--- config.mk ---
export PLATFORM = sky130hd
export DESIGN_NAME = host_reg_slave
export DESIGN_NICKNAME = d
export VERILOG_FILES = /design/src/rtl/host_reg_pkg.sv /design/src/rtl/stats_rd_ctrl.sv /design/src/rtl/host_reg_slave.sv
export SDC_FILE = /design/constraint.sdc
export NUM_CORES = 1
export LEC_CHECK = 0
export CAP_MARGIN = 25
export CORE_AREA = 2 2 254 256
export DETAILED_ROUTE_END_ITERATION = 16
export DIE_AREA = 0 0 256 258
export SLEW_MARGIN = 20
export SYNTH_ARGS = -nofsm -noshare
export SYNTH_HDL_FRONTEND = slang
export SYNTH_SLANG_ARGS = --single-unit
--- constraint.sdc ---
create_clock -name clk_reg -period 3.1 [get_ports clk_reg]
set_clock_uncertainty 0.15 [all_clocks]
set_input_delay 0.775 -clock clk_reg [delete_from_list [all_inputs] [get_ports clk_reg]]
set_output_delay 0.775 -clock clk_reg [all_outputs]
set_load 0.01 [all_outputs]
--- src/rtl/host_reg_pkg.sv ---
// Shared definitions for the host register slave: register indices,
// per-register field widths and reset values, and the stats FSM states.
package host_reg_pkg;

    localparam int NUM_REGS_DEF   = 35;
    localparam int RD_TIMEOUT_DEF = 255;

    // Register indices (ca[7:1])
    localparam int ADDR_TX_HWMARK    = 0;
    localparam int ADDR_TX_LWMARK    = 1;
    localparam int ADDR_R02          = 2;
    localparam int ADDR_R03          = 3;
    localparam int ADDR_IFG_SET      = 4;
    localparam int ADDR_FULL_DUPLEX  = 5;
    localparam int ADDR_MAX_RETRY    = 6;
    localparam int ADDR_R07          = 7;
    localparam int ADDR_TX_PROM_DATA = 8;
    localparam int ADDR_TX_PROM_ADD  = 9;
    localparam int ADDR_TX_PROM_WR   = 10;
    localparam int ADDR_R11          = 11;
    localparam int ADDR_R12          = 12;
    localparam int ADDR_R13          = 13;
    localparam int ADDR_R14          = 14;
    localparam int ADDR_RX_PROM_DATA = 15;
    localparam int ADDR_RX_PROM_ADD  = 16;
    localparam int ADDR_RX_PROM_WR   = 17;
    localparam int ADDR_R18          = 18;
    localparam int ADDR_R19          = 19;
    localparam int ADDR_R20          = 20;
    localparam int ADDR_R21          = 21;
    localparam int ADDR_RX_HWMARK    = 22;
    localparam int ADDR_RX_LWMARK    = 23;
    localparam int ADDR_CRC_CHK_EN   = 24;
    localparam int ADDR_RX_IFG_SET   = 25;
    localparam int ADDR_RX_MAX_LEN   = 26;
    localparam int ADDR_RX_MIN_LEN   = 27;
    localparam int ADDR_CPU_RD_ADDR  = 28;
    localparam int ADDR_CPU_RD_APPLY = 29;
    localparam int ADDR_GRANT_STATUS = 30;
    localparam int ADDR_DOUT_L       = 31;
    localparam int ADDR_DOUT_H       = 32;
    localparam int ADDR_R33          = 33;
    localparam int ADDR_SPEED        = 34;

    // Field width of each register; read-only entries describe what is shown.
    localparam int REG_WIDTH [0:34] = '{
        5, 5, 1, 16, 6,
        1, 4, 1, 8, 3,
        1, 1, 1, 1, 1,
        8, 3, 1, 1, 16,
        16, 1, 5, 5, 1,
        6, 16, 7, 6, 1,
        2, 16, 16, 1, 3
    };

    localparam logic [15:0] REG_RST [0:34] = '{
        16'h001E, 16'h0019, 16'h0000, 16'h0000, 16'h001E,
        16'h0001, 16'h0002, 16'h0000, 16'h0000, 16'h0000,
        16'h0000, 16'h0000, 16'h0000, 16'h0000, 16'h0000,
        16'h0000, 16'h0000, 16'h0000, 16'h0000, 16'h0000,
        16'h0000, 16'h0000, 16'h001A, 16'h0010, 16'h0001,
        16'h001E, 16'h2710, 16'h0040, 16'h0000, 16'h0000,
        16'h0000, 16'h0000, 16'h0000, 16'h0000, 16'h0004
    };

    typedef enum logic [1:0] {
        ST_IDLE = 2'd0,
        ST_REQ  = 2'd1,
        ST_DONE = 2'd2
    } stats_state_e;

    // Low-order ones mask for a field of the given width.
    function automatic logic [15:0] field_mask(input int width);
        if (width >= 16) begin
            return 16'hFFFF;
        end
        return 16'((32'd1 << width) - 32'd1);
    endfunction

endpackage

--- src/rtl/stats_rd_ctrl.sv ---
// CPU statistics read handshake: issues apply, waits for grant or timeout,
// latches the 32-bit result and reports done/timeout status.
module stats_rd_ctrl
    import host_reg_pkg::*;
#(
    parameter int RD_TIMEOUT = RD_TIMEOUT_DEF
) (
    input  logic        clk_reg,
    input  logic        reset,
    input  logic        ctl_wr_i,
    input  logic        ctl_bit0_i,
    input  logic        grant_i,
    input  logic [31:0] dout_i,
    output logic        apply_o,
    output logic        done_o,
    output logic        timeout_o,
    output logic [31:0] data_o
);

    localparam int CW = (RD_TIMEOUT < 2) ? 1 : $clog2(RD_TIMEOUT + 1);

    stats_state_e  state_q;
    logic          apply_q;
    logic          done_q;
    logic          timeout_q;
    logic [CW-1:0] cnt_q;
    logic [31:0]   data_q;

    // Request/grant state machine with registered apply and status outputs.
    always_ff @(posedge clk_reg or negedge reset) begin
        if (!reset) begin
            state_q   <= ST_IDLE;
            apply_q   <= 1'b0;
            done_q    <= 1'b0;
            timeout_q <= 1'b0;
            cnt_q     <= '0;
            data_q    <= '0;
        end else begin
            case (state_q)
                ST_IDLE: begin
                    if (ctl_wr_i && ctl_bit0_i) begin
                        done_q    <= 1'b0;
                        timeout_q <= 1'b0;
                        cnt_q     <= '0;
                        apply_q   <= 1'b1;
                        state_q   <= ST_REQ;
                    end
                end
                ST_REQ: begin
                    cnt_q <= cnt_q + 1'b1;
                    // A grant beats a same-cycle abort so no data is lost.
                    if (grant_i) begin
                        data_q  <= dout_i;
                        done_q  <= 1'b1;
                        apply_q <= 1'b0;
                        state_q <= ST_DONE;
                    end else if (ctl_wr_i && !ctl_bit0_i) begin
                        apply_q <= 1'b0;
                        state_q <= ST_IDLE;
                    end else if (cnt_q == CW'(RD_TIMEOUT - 1)) begin
                        timeout_q <= 1'b1;
                        apply_q   <= 1'b0;
                        state_q   <= ST_IDLE;
                    end
                end
                ST_DONE: begin
                    if (ctl_wr_i) begin
                        if (ctl_bit0_i) begin
                            done_q    <= 1'b0;
                            timeout_q <= 1'b0;
                            cnt_q     <= '0;
                            apply_q   <= 1'b1;
                            state_q   <= ST_REQ;
                        end else begin
                            state_q <= ST_IDLE;
                        end
                    end
                end
                default: begin
                    apply_q <= 1'b0;
                    state_q <= ST_IDLE;
                end
            endcase
        end
    end

    assign apply_o   = apply_q;
    assign done_o    = done_q;
    assign timeout_o = timeout_q;
    assign data_o    = data_q;

endmodule

--- src/rtl/host_reg_slave.sv ---
// Host-bus register slave: MAC configuration register file, read mux with
// hold register, address-PROM write strobes and stats readback.
module host_reg_slave
    import host_reg_pkg::*;
#(
    parameter int NUM_REGS   = NUM_REGS_DEF,
    parameter int RD_TIMEOUT = RD_TIMEOUT_DEF
) (
    input  logic                     clk_reg,
    input  logic                     reset,
    input  logic                     csb,
    input  logic                     wrb,
    input  logic [7:0]               ca,
    input  logic [15:0]              cd_in,
    output logic [15:0]              cd_out,
    output logic [NUM_REGS*16-1:0]   cfg_flat,
    output logic                     tx_prom_wr,
    output logic                     rx_prom_wr,
    output logic [5:0]               cpu_rd_addr,
    output logic                     cpu_rd_apply,
    input  logic                     cpu_rd_grant,
    input  logic [31:0]              cpu_rd_dout
);

    logic [6:0]  idx;
    logic        host_wr;
    logic [15:0] reg_val [NUM_REGS];
    logic [15:0] rd_data;
    logic [15:0] hold_q;
    logic        tx_prom_wr_q;
    logic        rx_prom_wr_q;
    logic        stat_done;
    logic        stat_timeout;
    logic [31:0] stat_data;
    logic        unused_ca0;

    assign idx        = ca[7:1];
    assign host_wr    = !csb && !wrb;
    assign unused_ca0 = ca[0];

    for (genvar gi = 0; gi < NUM_REGS; gi++) begin : g_reg
        localparam logic [15:0] MASK = field_mask(REG_WIDTH[gi]);
        if (gi == ADDR_GRANT_STATUS) begin : g_status
            assign reg_val[gi] = {14'd0, stat_timeout, stat_done};
        end else if (gi == ADDR_DOUT_L) begin : g_dout_l
            assign reg_val[gi] = stat_data[15:0];
        end else if (gi == ADDR_DOUT_H) begin : g_dout_h
            assign reg_val[gi] = stat_data[31:16];
        end else begin : g_rw
            logic [15:0] val_q;
            // Host-writable register, stored already masked to its field width.
            always_ff @(posedge clk_reg or negedge reset) begin
                if (!reset) begin
                    val_q <= REG_RST[gi] & MASK;
                end else if (host_wr && idx == 7'(gi)) begin
                    val_q <= cd_in & MASK;
                end
            end
            assign reg_val[gi] = val_q;
        end
        assign cfg_flat[gi*16 +: 16] = reg_val[gi];
    end

    // Read mux: undecoded indices read as zero.
    always_comb begin
        rd_data = '0;
        for (int i = 0; i < NUM_REGS; i++) begin
            if (idx == 7'(i)) begin
                rd_data = reg_val[i];
            end
        end
    end

    // Capture the addressed value on every selected cycle for idle-bus readback.
    always_ff @(posedge clk_reg or negedge reset) begin
        if (!reset) begin
            hold_q <= '0;
        end else if (!csb) begin
            hold_q <= rd_data;
        end
    end

    assign cd_out = csb ? hold_q : rd_data;

    // PROM strobes fire only on a 0->1 transition of the stored bit0.
    always_ff @(posedge clk_reg or negedge reset) begin
        if (!reset) begin
            tx_prom_wr_q <= 1'b0;
            rx_prom_wr_q <= 1'b0;
        end else begin
            tx_prom_wr_q <= host_wr && (idx == 7'(ADDR_TX_PROM_WR)) && cd_in[0]
                            && !reg_val[ADDR_TX_PROM_WR][0];
            rx_prom_wr_q <= host_wr && (idx == 7'(ADDR_RX_PROM_WR)) && cd_in[0]
                            && !reg_val[ADDR_RX_PROM_WR][0];
        end
    end

    assign tx_prom_wr  = tx_prom_wr_q;
    assign rx_prom_wr  = rx_prom_wr_q;
    assign cpu_rd_addr = reg_val[ADDR_CPU_RD_ADDR][5:0];

    stats_rd_ctrl #(
        .RD_TIMEOUT (RD_TIMEOUT)
    ) u_stats (
        .clk_reg    (clk_reg),
        .reset      (reset),
        .ctl_wr_i   (host_wr && (idx == 7'(ADDR_CPU_RD_APPLY))),
        .ctl_bit0_i (cd_in[0]),
        .grant_i    (cpu_rd_grant),
        .dout_i     (cpu_rd_dout),
        .apply_o    (cpu_rd_apply),
        .done_o     (stat_done),
        .timeout_o  (stat_timeout),
        .data_o     (stat_data)
    );

endmodule
Word-level counts from Yosys, hierarchy flattened
Cells that the tools add are included.
- bits in registers: 215
- input port bits: 61
- add/subtract/negate cells: 1
- equality and inequality tests: 45
- multiplexer cells: 63
- reductions and logical operators: 53
- operators with widths (kind ; count):
    2-to-1 mux 16 bit ; 33
    equality test 7 x 5 -> 1 bit, second input constant ; 16
    equality test 7 x 4 -> 1 bit, second input constant ; 8
    logical AND 1 bit ; 39
    equality test 7 x 3 -> 1 bit, second input constant ; 4
    2-to-1 mux 8 bit ; 3
    one-hot mux 8 bit (3 select lines) ; 1
    equality test 7 x 6 -> 1 bit, second input constant ; 3
    2-to-1 mux 5 bit ; 3
    equality test 7 x 2 -> 1 bit, second input constant ; 2
    2-to-1 mux 1 bit ; 14
    2-to-1 mux 2 bit ; 5
    one-hot mux 1 bit (3 select lines) ; 3
    adder 8 x 1 -> 8 bit, second input constant ; 1
    equality test 8 bit, second input constant ; 1
    != test 2 bit, second input constant ; 4
    AND reduction 4 bit ; 2
    equality test 7 x 1 -> 1 bit, second input constant ; 1
    zero test 7 bit ; 1
    AND reduction 7 bit ; 1
    != test 2 x 1 -> 1 bit, second input constant ; 3
    one-hot mux 2 bit (3 select lines) ; 1
    zero test 1 bit ; 5
    AND reduction 5 bit ; 1
    other kinds (7) ; 7

Longest topological paths before layout
- depth in word-level cells: 37
- mapped depth: 9

Hierarchy
A second synthesis with hierarchy kept.
- cell total of the unflattened synthesis: 1227
- area total of the unflattened synthesis: 13233.9 um2
- modules (own cells, without submodules) (module ; instances ; cells an instance ; area an instance (um2)):
    host_reg_slave ; 1 ; 1097 ; 11267.1
    stats_rd_ctrl ; 1 ; 130 ; 1966.9

Worst setup path before layout
No wires, ideal clock.
- path kind: in2out
- start: input port ca[3]
- end: output port cd_out[5]
- data arrival time: 2430 ps
- required time: 2175 ps
- path slack: -255 ps
- stages: 7
- path through: buf_2 or4b_1 nor4_2 a22oi_1 o21ai_0 nor2_1 o31ai_1
- cells in the longest elaborated chain, start to end: 34
- elaborated cells on any way between the ends: 65
- classes of those cells: eq/ne (32); mux (33)
- RTL lines (item ; line ; RTL):
    start, declared ; host_reg_slave.sv:13 ; input logic [7:0] ca,
    equality test 7 x 2 -> 1 bit ; host_reg_slave.sv:68 ; if (idx == 7'(i)) begin
    2-to-1 mux 16 bit (31 in series) ; host_reg_slave.sv:68 ;
    2-to-1 mux 16 bit * ; host_reg_slave.sv:68 ;
    2-to-1 mux 16 bit * ; n/a ;
    end, declared ; host_reg_slave.sv:15 ; output logic [15:0] cd_out,
Every way passes the cells marked *; elsewhere a longest branch is shown, timed or not.

Final worst setup path
- start: input port ca[1]
- end: output port cd_out[2]
- cells in the longest elaborated chain, start to end: 37
- elaborated cells on any way between the ends: 71
- classes of those cells: eq/ne (34); mux (36); reduce/logical (1)
- RTL lines (item ; line):
    zero test 7 bit ; host_reg_slave.sv:68
    2-to-1 mux 5 bit (3 in series) ; host_reg_slave.sv:68
    2-to-1 mux 16 bit (31 in series) ; host_reg_slave.sv:68
    2-to-1 mux 16 bit * ; host_reg_slave.sv:68
    2-to-1 mux 16 bit * ; n/a
Marked as above.

==> reports/results.txt <==
The flow ran to the end, but the final reports show violations. The final reports fail on setup timing. TritonCTS built the clock tree. The library cells used most frequently in the layout, excluding fill and tap cells, are conb_1, clkdlybuf4s50_1, dfrtp_1. The wire length of the first global-routing pass came out at 73480 µm. The synthesized netlist contains 72 unique library cells. In the final layout, the share of cells above drive strength 1 is 33.35%. The power density over cell area is 396.4 nW/µm². The via count of the first global-routing pass came out at 10.10k. The post-route antenna net violation count came out at 0.

The area growth from synthesis to layout is 41.84%. In this run the deepest clock path goes through 3 buffers. The logs give -7.650 ns for the final total negative setup slack and 5416 µm² for the area occupied by registers. The tools report the CTS root buffer as clkbuf_16. The multi-input combinational cells in the finished layout cover a total of 6553 µm².

In the synthesized netlist the dominant register cell turns out to be dfrtp_1. The logs give 8.573 nW for the leakage power total and 599 for the starting DRC count in detailed routing. Total count of hold-check failures in the final report: 0. The logs give 42440 µm for the HPWL after detailed placement and 66050 µm² for the area of the die.

The first TritonRoute pass finished after 5 iterations. Number of antenna violations at the first check in global routing: 2. Setup violations remaining at the end of the flow were counted as 16. In the synthesized netlist, the number of instances is 1301.

Mean area per synthesized cell: 10.13 µm². For this run, the top clock speed supported by timing is 266.6 MHz. Sequential cells were found to cover 41.11% of the synthesized design area. During synthesis, Yosys emitted a total of 0 warnings. Dividing the final minimum period by the clock period gives 121.0%. The clock reaches the later pin of the worst-skew pair after 0.55 ns.

For this run, asynchronously set or reset flops after synthesis account for 100.0%. The number of antenna diodes is 0. The worst setup path is of the primary input to output port kind. The tools report the final-stage net count as 1816. The worst setup path is captured at an output port. After layout, the minimum clock period comes to 3.751 ns. During I/O placement, the number of pins put on the boundary was 646. Count of buffers inserted at the top-level ports: 270. STA classifies the critical path startpoint as a primary input.

The logs give 0 for the aggregate global routing overflow and 20.70% for the starting density of the core. The number of H-tree levels was 1; the worst setup margin was -0.6505 ns. Max capacitance violation total: 0. The relative max-transition margin was 45.58%; the number of hold buffers added after CTS was 0.

Global routing used 15.06% of the available tracks across all layers. Across the VDD grid, the largest voltage drop is 0.0003237 V. The clock-pin slew of the registers on the worst-case setup and hold paths is 0.06 ns. The post-detailed-route via-to-cell ratio was 4.035. For the pin with the worst max-slew slack, the measured transition is 0.8138 ns.

The synthesized design contains 0 enable-type register cells. For the total vias in the final route, the log shows 10.59k. In this run the worst path has a maximum fanout of 6. For the arrival time at the worst endpoint, the log shows 2.83 ns.

The number of sinks driven by the clock tree was 215; the total length of routed wires was 52860 µm. Leading cell type in the layout, fill and taps excluded: conb_1. The core region is 63650 µm². STA puts the critical path data required time at 2.17 ns. In this run the worst hold path is classified as primary input to async pin. The logs give 0.02387 ns for the worst hold margin and 0 for the number of pins exceeding their max-slew limit in the final report. TritonCTS created 23 clock buffers. Setup repair after global routing could not meet its margin everywhere.

In this run the cell area of the synthesized design comes to 13180 µm². The die is 256 µm wide. The placer congestion estimate was 0.9631.

For the cell row count, the log shows 93. Entering global routing, the biggest net connects 68 pins. The final routed wire length divided by cell count works out to 20.14 µm. After synthesis the netlist holds a flip-flop and latch count of 215. The layout has 6618 filler cells. After detailed routing, the number of remaining DRC violations is 0.

The chip height came out at 258 µm.
## power breakdown
group	switching (mW)	internal, mW	total, mW
Combinational	0.713	0.518	1.23
Clock	1.25	1.86	3.11
Sequential	0.135	2.94	3.07
## synthesized netlist by cell type (all sizes together), types with 8 or more instances
| library cell | n | area share [%] |
|---|---|---|
| buf | 412 | 23 |
| dfrtp | 186 | 35 |
| mux2 | 164 | 14 |
| nand2 | 102 | 3.0 |
| o21ai | 81 | 3.1 |
| nor2 | 44 | 1.3 |
| clkbuf | 31 | 0.88 |
| dfstp | 29 | 5.8 |
| a21oi | 28 | 1.1 |
| nand3 | 28 | 1.1 |
| nor3 | 18 | 1.0 |
| a221oi | 12 | 0.80 |
| nor2b | 11 | 0.52 |
| a22oi | 10 | 0.57 |
| inv | 9 | 0.26 |
| a221o | 8 | 0.61 |
| nand2b | 8 | 0.38 |
## routing by layer
| layer | wire, µm | GRT usage (%) | vias up | part of all wire (%) |
|---|---|---|---|---|
| met1 | 21500 | 18.87 | 5324 | 41 |
| met4 | 1361 | 4.548 | 0 | 2.6 |
| met3 | 3583 | 2.905 | 62 | 6.8 |
| met5 | 0 | 0 | - | 0 |
| li1 | - | - | 4692 | - |
| met2 | 26410 | 26.18 | 511 | 50 |
## kinds of logic after synthesis
group                      Yosys count  synth area share [%]
buffers and inverters              453                 24.22
and+or+nand+nor                    249                 9.345
DFF                                215                 41.11
AOI/OAI and AO/OA                  208                 10.46
muxes                              168                 14.32
xor gates and xnor gates             5                0.3324
adders and majority gates            2                0.1899
other                                1               0.02846
## layout make-up
cell class	count	share of cell area, %
Clock inverter	14	1.172
Inverter	10	0.2009
Tap cell	855	5.724
Timing Repair Buffer	497	25.54
Sequential cell	215	28.98
Clock buffer	27	3.321
Multi-Input combinational cell	1006	35.06
## worst paths after layout
check / start / to / slack, ns / cells past startpoint
worst max-delay path: ca[1] / cd_out[2] / -0.65 / 12
worst min-delay path: reset / g_reg[3].g_rw.val_q[15] / 0.02 / 1
worst max register to register: g_reg[0].g_rw.val_q[1] / hold_q[1] / 1.04 / 8
min in group clk_reg: hold_q[15] / hold_q[15] / 0.32 / 2
worst min register to register: hold_q[15] / hold_q[15] / 0.32 / 2
max in group asynchronous: reset / g_reg[22].g_rw.val_q[3] / 1.95 / 2
## what timing repair did
action                                  4_1_cts  5_1_grt
endpoints found under the setup margin       16       16
resized for setup                           186       66
pin swaps                                    38       44
setup buffers                                21       19
## state kept, by name (all words and copies together) (netlist names), 2 cells and up
name and flops:
g.g_rw.val_q 152, hold_q 16, u_stats.cnt_q 8, u_stats.data_o 32, u_stats.state_q 2
## worst max-delay path, cell delays in order
cell	delay, ns
buf_4	0.17
and2_4	0.16
buf_6	0.14
buf_4	0.14
buf_4	0.15
and3_1	0.20
o21ai_2	0.15
a21oi_2	0.09
o41ai_4	0.47
a21oi_2	0.10
buf_6	0.15
buf_12	0.12
## stage by stage
| stage | setup slack (ns) | power (mW) | utilization [%] | area [µm²] | instances |
|---|---|---|---|---|---|
| floorplan | -0.1730 | 3.936 | - | 14690 | 1674 |
| global placement | -1.417 | 4.260 | 26.57 | 16910 | 2548 |
| detailed placement | -1.470 | 4.268 | 26.57 | 16910 | 2548 |
| CTS | -0.6355 | 7.427 | 28.75 | 18300 | 2608 |
| global route | -0.6838 | 7.688 | 29.36 | 18690 | 2624 |
| finish | -0.6505 | 7.408 | 29.36 | 18690 | 2624 |
Power figures use the tool's default switching activity.
